===== src/rtl/autobaud_pkg.sv =====
// Shared definitions for the autobaud detector.
//   state_t     : FSM state encoding (legacy-compatible constants)
//   SYNC_EDGES  : falling edges in a 0x55 sync character
//   OVS_SHIFT   : log2 of (8 bit periods * 16x oversampling)
//   ROUND_ADD   : half of 2^OVS_SHIFT, for round-half-up division
package autobaud_pkg;

  typedef logic [2:0] state_t;

  localparam state_t ST_IDLE       = 3'd0;
  localparam state_t ST_WAIT_LINE  = 3'd1;
  localparam state_t ST_WAIT_START = 3'd2;
  localparam state_t ST_MEASURE    = 3'd3;
  localparam state_t ST_LOCKED     = 3'd4;
  localparam state_t ST_ERROR      = 3'd5;

  localparam int SYNC_EDGES = 5;
  localparam int OVS_SHIFT  = 7;
  localparam int ROUND_ADD  = 64;

endpackage


===== src/rtl/rx_sync_edge.sv =====
// Two-flop synchronizer for the raw UART line plus falling-edge detector.
//   clk, reset : system clock, synchronous active-high reset
//   rx         : raw asynchronous line
//   rx_s       : synchronized line level
//   fall       : high for one cycle after the synchronized line goes 1 -> 0
module rx_sync_edge (
  input  logic clk,
  input  logic reset,
  input  logic rx,
  output logic rx_s,
  output logic fall
);

  logic rx_meta;
  logic rx_prev;

  // Reset to the idle (high) line level so reset never fakes a start edge.
  always_ff @(posedge clk) begin
    if (reset) begin
      rx_meta <= 1'b1;
      rx_s    <= 1'b1;
      rx_prev <= 1'b1;
    end else begin
      // NOTE: non-blocking, so each stage captures the previous stage's
      // pre-edge value and the chain really is three flops deep.
      rx_meta <= rx;
      rx_s    <= rx_meta;
      rx_prev <= rx_s;
    end
  end

  assign fall = rx_prev & ~rx_s;

endmodule


===== src/rtl/autobaud_detector.sv =====
// Measures the bit period of a 0x55 sync character and produces the
// 16x-oversampling divisor for the baud tick generator.
//   clk, reset : system clock, synchronous active-high reset
//   rx         : raw asynchronous UART line
//   arm        : one-cycle pulse, starts/restarts detection (wins over edges)
//   baud_dvsr  : divisor, updated only on a successful lock
//   locked     : a measured divisor is held (cleared only by reset)
//   err        : last measurement failed (cleared by arm or reset)
//   done_tick  : one-cycle pulse on lock
module autobaud_detector
  import autobaud_pkg::*;
#(
  parameter int CNT_W        = 20,
  parameter int DVSR_W       = 12,
  parameter int DEFAULT_DVSR = 326,
  parameter int IDLE_CYCLES  = 1024
) (
  input  logic              clk,
  input  logic              reset,
  input  logic              rx,
  input  logic              arm,
  output logic [DVSR_W-1:0] baud_dvsr,
  output logic              locked,
  output logic              err,
  output logic              done_tick
);

  localparam int                IDLE_W   = $clog2(IDLE_CYCLES + 1);
  localparam logic [CNT_W-1:0]  T_SAT    = '1;
  localparam logic [CNT_W:0]    DVSR_MAX = (CNT_W+1)'((1 << DVSR_W) - 1);

  logic rx_s;
  logic fall;

  rx_sync_edge u_sync (
    .clk   (clk),
    .reset (reset),
    .rx    (rx),
    .rx_s  (rx_s),
    .fall  (fall)
  );

  state_t            state;
  logic [IDLE_W-1:0] idle_cnt;
  logic [CNT_W-1:0]  t_cnt;      // cycles since the first falling edge
  logic [CNT_W-1:0]  int_cnt;    // cycles since the latest falling edge
  logic [CNT_W-1:0]  i1;         // first edge-to-edge interval
  logic [2:0]        k;          // index of the latest accepted edge

  // Counters hold "cycles elapsed at the previous edge", so the +1 value is
  // the count that includes the current cycle -- exactly the edge distance.
  logic [CNT_W-1:0] t_inc;
  logic [CNT_W-1:0] int_inc;
  logic [CNT_W-1:0] diff;
  logic [2:0]       k_inc;
  logic             mismatch;
  logic [CNT_W:0]   round_sum;
  logic [CNT_W:0]   dv_full;
  logic             dv_bad;

  assign t_inc     = t_cnt + CNT_W'(1);
  assign int_inc   = int_cnt + CNT_W'(1);
  assign k_inc     = k + 3'd1;
  assign diff      = (int_inc >= i1) ? (int_inc - i1) : (i1 - int_inc);
  assign mismatch  = diff > (i1 >> 2);
  // One extra bit so the rounding add cannot wrap; range-check before
  // truncating to the output width.
  assign round_sum = {1'b0, t_inc} + (CNT_W+1)'(ROUND_ADD);
  assign dv_full   = round_sum >> OVS_SHIFT;
  assign dv_bad    = (dv_full == '0) || (dv_full > DVSR_MAX);

  always_ff @(posedge clk) begin
    if (reset) begin
      state     <= ST_IDLE;
      idle_cnt  <= '0;
      t_cnt     <= '0;
      int_cnt   <= '0;
      i1        <= '0;
      k         <= '0;
      baud_dvsr <= DVSR_W'(DEFAULT_DVSR);
      locked    <= 1'b0;
      err       <= 1'b0;
      done_tick <= 1'b0;
    end else begin
      // NOTE: default-low assignment first makes done_tick a one-cycle pulse
      // without having to clear it in every branch below.
      done_tick <= 1'b0;
      if (arm) begin
        state    <= ST_WAIT_LINE;
        idle_cnt <= '0;
        err      <= 1'b0;
      end else begin
        case (state)
          ST_WAIT_LINE: begin
            if (rx_s) begin
              idle_cnt <= idle_cnt + IDLE_W'(1);
              if (idle_cnt == IDLE_W'(IDLE_CYCLES - 1)) state <= ST_WAIT_START;
            end else begin
              idle_cnt <= '0;
            end
          end
          ST_WAIT_START: begin
            if (fall) begin
              t_cnt   <= '0;
              int_cnt <= '0;
              k       <= 3'd1;
              state   <= ST_MEASURE;
            end
          end
          ST_MEASURE: begin
            t_cnt   <= t_inc;
            int_cnt <= int_inc;
            if (t_inc == T_SAT) begin
              state <= ST_ERROR;
              err   <= 1'b1;
            end else if (fall) begin
              k       <= k_inc;
              int_cnt <= '0;
              if (k_inc == 3'd2) begin
                i1 <= int_inc;
              end else if (mismatch) begin
                state <= ST_ERROR;
                err   <= 1'b1;
              end else if (k_inc == 3'(SYNC_EDGES)) begin
                if (dv_bad) begin
                  state <= ST_ERROR;
                  err   <= 1'b1;
                end else begin
                  baud_dvsr <= dv_full[DVSR_W-1:0];
                  locked    <= 1'b1;
                  done_tick <= 1'b1;
                  state     <= ST_LOCKED;
                end
              end
            end
          end
          ST_IDLE, ST_LOCKED, ST_ERROR: ;
          default: state <= ST_IDLE;
        endcase
      end
    end
  end

endmodule


===== config.mk =====
export PLATFORM = sky130hd
export DESIGN_NAME = autobaud_detector
export DESIGN_NICKNAME = d
export VERILOG_FILES = /design/src/rtl/autobaud_pkg.sv /design/src/rtl/rx_sync_edge.sv /design/src/rtl/autobaud_detector.sv
export SDC_FILE = /design/constraint.sdc
export NUM_CORES = 1
export LEC_CHECK = 0
export ABC_AREA = 1
export BUFFER_PORTS_ARGS = -buffer_cell sky130_fd_sc_hd__buf_2
export CAP_MARGIN = 20
export CORE_MARGIN = 10
export CORE_UTILIZATION = 55
export CTS_CLUSTER_DIAMETER = 60
export DETAILED_ROUTE_END_ITERATION = 6
export HOLD_SLACK_MARGIN = 0.1
export PLACE_DENSITY = 0.82
export RECOVER_POWER = 100
export SLEW_MARGIN = 20
export SYNTH_ARGS = -nofsm -noshare
export SYNTH_HDL_FRONTEND = slang
export SYNTH_HIERARCHICAL = 1
export SYNTH_SLANG_ARGS = --single-unit

===== constraint.sdc =====
create_clock -name clk -period 12.9 [get_ports clk]
set_input_delay 2.58 -clock clk [delete_from_list [all_inputs] [get_ports clk]]
set_output_delay 2.58 -clock clk [all_outputs]
set_load 0.01 [all_outputs]

==> out/results.ini <==
[run_status]
status = finished, violations left
violations = max-capacitance violations, max-slew violations

[clock_tree]
cts.path.max_buffers = 2
postCtsHoldBufs = 0
cts_resized = 0
cts_root_buf = clkbuf_16
clk_latency_ns = 0.36
numCtsBuffers = 9
cts_htree_levels = 3
path_clk_slew_ns = 0.07
cts_sinks = 95
cts_tree = yes
post_cts_buffers = 0

[synth]
ys.flop_type = dfxtp_1
syn_nets = 1322
ys.warnings.count = 6
synth-edff-count = 0
ys_ff_latch = 95
syn_area_per_cell_um2 = 6.20
synth_cell_type_count = 46
synth-seq-area-share_pct = 24.5
netlist_instances = 1251
async_reset_ff_share_pct = 0
synth_area_um2 = 7760

[route]
vias = 7727
drtIter0Drc = 699
drc = 0
ant_nets = 0
drt-wirelength-per-cell_um = 13.2
routed_wl_mm = 19.1
first_pass_iters = 5
viasPerCell = 5.36

[run]
maxCapViolCount = 1

[sta]
min_period_over_period_pct = 54.7
min_period_ns = 7.05
setup_tns_ns = 0
hold_slack_ns = 0.416
slew_headroom_pct = -46.8
final_max_slew_viol_count = 49
max_freq_mhz = 142
rsz0062_at_grt = no
setup_slack_ns = 5.85
skew_ns = 0.00980
setup_viol = 0
worstMarginPinSlew_ns = 2.20
hold_viol = 0

[floorplanning]
die_width_um = 139
rows = 43
core_area_um2 = 13800
die_h_um = 139
start_util_pct = 56.1
die_area_um2 = 19300
boundaryPins = 19

[place]
dp_hpwl_mm = 14.8
placed_cell_area_um2 = 7970
port_buffers = 18
dpl.cell_count = 1426
globalplace.congestion = 0.979
place_ws_ns = 6.34

[power]
p_leak_nw = 3.91
p_comb_share_pct = 1.7
pwr-share-seq_pct = 50.5
swShare_pct = 21.6
p_per_area_nw_per_um2 = 70.7
vdd_drop_max_mv = 0.0726
p_sw_mw = 0.126
p_clk_share_pct = 47.8
total_power_mw = 0.583
internal_power_mw = 0.457

[finish]
syn_to_final_growth_pct = 6.32
fin_area_um2 = 8250
final_util_pct = 59.6
final_nets = 1328
n_fill_cell = 1351
n_antenna_cell = 0
fin_cells = 1442
drive_gt1_share_pct = 3.88

[global_route]
antenna_found_initial = 0
grt_max_degree = 49
grt_pass1_vias = 6716
grt_overflow = 0
grt_pass1_wl_mm = 31.4
grt_usage_pct = 18.8

[min_path]
whs_path_depth = 2
hp-start = u_sync/rx_meta
min_to = u_sync/rx_s
hp-class = reg -> reg

[critical_path]
critPathKind = reg -> reg
r2r_cells = 40
rr_endpoint = baud_dvsr[4]
critPathCaptureType = flip-flop
rrSetupSlack_ns = 5.85
cp_common_cell = nand2_1
worstPathMaxFanout = 18
required_ns = 13.19
r2r-start = int_cnt[0]
start_kind = flip-flop
arrival_ns = 7.34
critPathSlowestCell = nand4_1
cpPeakStageDelay_ns = 0.69

worst max-delay path by stage:
stage,start,end,slack (ns),depth (start not counted)
after floorplan,int_cnt[0],baud_dvsr[7],7.78,43
after global placement,int_cnt[0],baud_dvsr[9],6.46,40
after detailed placement,int_cnt[0],baud_dvsr[0],6.34,40
after CTS,int_cnt[0],baud_dvsr[0],6.30,40
after global routing,int_cnt[0],baud_dvsr[5],5.03,40
final,int_cnt[0],baud_dvsr[4],5.85,40
flip-flops by register name (all words and copies together), names as in the netlist:
| signal | count |
|---|---|
| int_cnt | 20 |
| t_cnt | 20 |
| u_sync/rx_s | 1 |
| u_sync/rx_meta | 1 |
| u_sync/rx_prev | 1 |
| baud_dvsr | 12 |
| locked | 1 |
| i1 | 20 |
| idle_cnt | 11 |
| state | 3 |
| done_tick | 1 |
| k | 3 |
| err | 1 |
synthesized netlist by cell type (2+ instances only):
master	n	area, um^2
nor2_1	106	398
nand3_1	68	340
nor3_1	11	55.1
o21a_1	2	15.0
ha_1	65	813
dfxtp_1	95	1900
or2_2	3	18.8
buf_6	2	22.5
a211oi_1	2	15.0
nor2_2	6	37.5
xor2_1	21	184
nor2_4	8	90.1
fa_1	2	40.0
inv_1	189	709
buf_2	7	35.0
nand2_2	7	43.8
mux2i_1	3	30.0
o211ai_1	2	15.0
o21ai_0	59	295
o21ai_1	4	20.0
clkbuf_1	15	56.3
a21o_1	2	15.0
nand3b_1	2	15.0
a31oi_1	5	31.3
nand4_1	26	163
nand2_1	376	1410
a221oi_1	2	17.5
xnor2_1	19	166
inv_2	2	7.51
a21oi_1	118	591
o21bai_1	6	45.0
buf_4	2	15.0
metal layers:
metal | part of all wire (%) | GRT usage (%)
met5 | 0 | 0
met4 | 1.9 | 5.22
met3 | 5.1 | 3.60
met2 | 46 | 30.3
met1 | 47 | 24.8
power by group through the flow:
stage          Combinational [mW]  Sequential, mW  Clock (mW)
6_report                  0.00962           0.294       0.279
2_1_floorplan             0.00692           0.301           0
3_5_place_dp              0.00966           0.301           0
4_1_cts                   0.00973           0.294       0.282
5_1_grt                    0.0109           0.294       0.294
3_3_place_gp              0.00952           0.301           0
critical path, delay by kind of cell, from the launching register on:
kind / cells / cell delay, ns
AO/OA/AOI/OAI: 7 / 1.30
AND/OR/NAND/NOR: 23 / 3.63
flip-flops: 1 / 0.39
adder cells (fa/ha/maj): 2 / 0.62
XOR/XNOR: 2 / 0.27
buffers and inverters: 6 / 0.77
final cells by class:
class                   instances  area (um^2)  share of cell area (%)
clock buffers                  12          256                    3.11
multi-input cells             939         5000                    60.6
clock inverters                 4         53.8                   0.652
repair buffers                 21         92.6                    1.12
well taps                     180          225                    2.73
flip-flops and latches         95         1900                    23.1
inverters                     191          717                    8.69
kinds of logic after synthesis:
| family | count (synthesis) | synth area share [%] |
|---|---|---|
| AOI/OAI and AO/OA | 209 | 14.4 |
| and+or+nand+nor | 620 | 34.2 |
| muxes | 3 | 0.387 |
| xor gates and xnor gates | 40 | 4.52 |
| buffers and inverters | 217 | 10.9 |
| DFF | 95 | 24.5 |
| adders and majority gates | 67 | 11.0 |
layout by cell type, fill, tap and decap left out, types with 3 or more instances in the layout:
cell / Yosys / routed
buf_4: 2 / 3
nor2_1: 106 / 107
clkbuf_16: 0 / 9
mux2i_1: 3 / 3
xor2_1: 21 / 21
a21oi_1: 118 / 118
inv_1: 189 / 190
o21bai_1: 6 / 6
o21ai_0: 59 / 62
clkbuf_1: 15 / 17
nand4_1: 26 / 26
nor2_2: 6 / 5
dfxtp_1: 95 / 95
xnor2_1: 19 / 19
nor2_4: 8 / 8
nand3_1: 68 / 69
nor3_1: 11 / 11
nand2_1: 376 / 376
nand2_2: 7 / 7
ha_1: 65 / 65
a31oi_1: 5 / 5
or2_2: 3 / 3
Note: power is estimated with default switching activity, not from simulation.
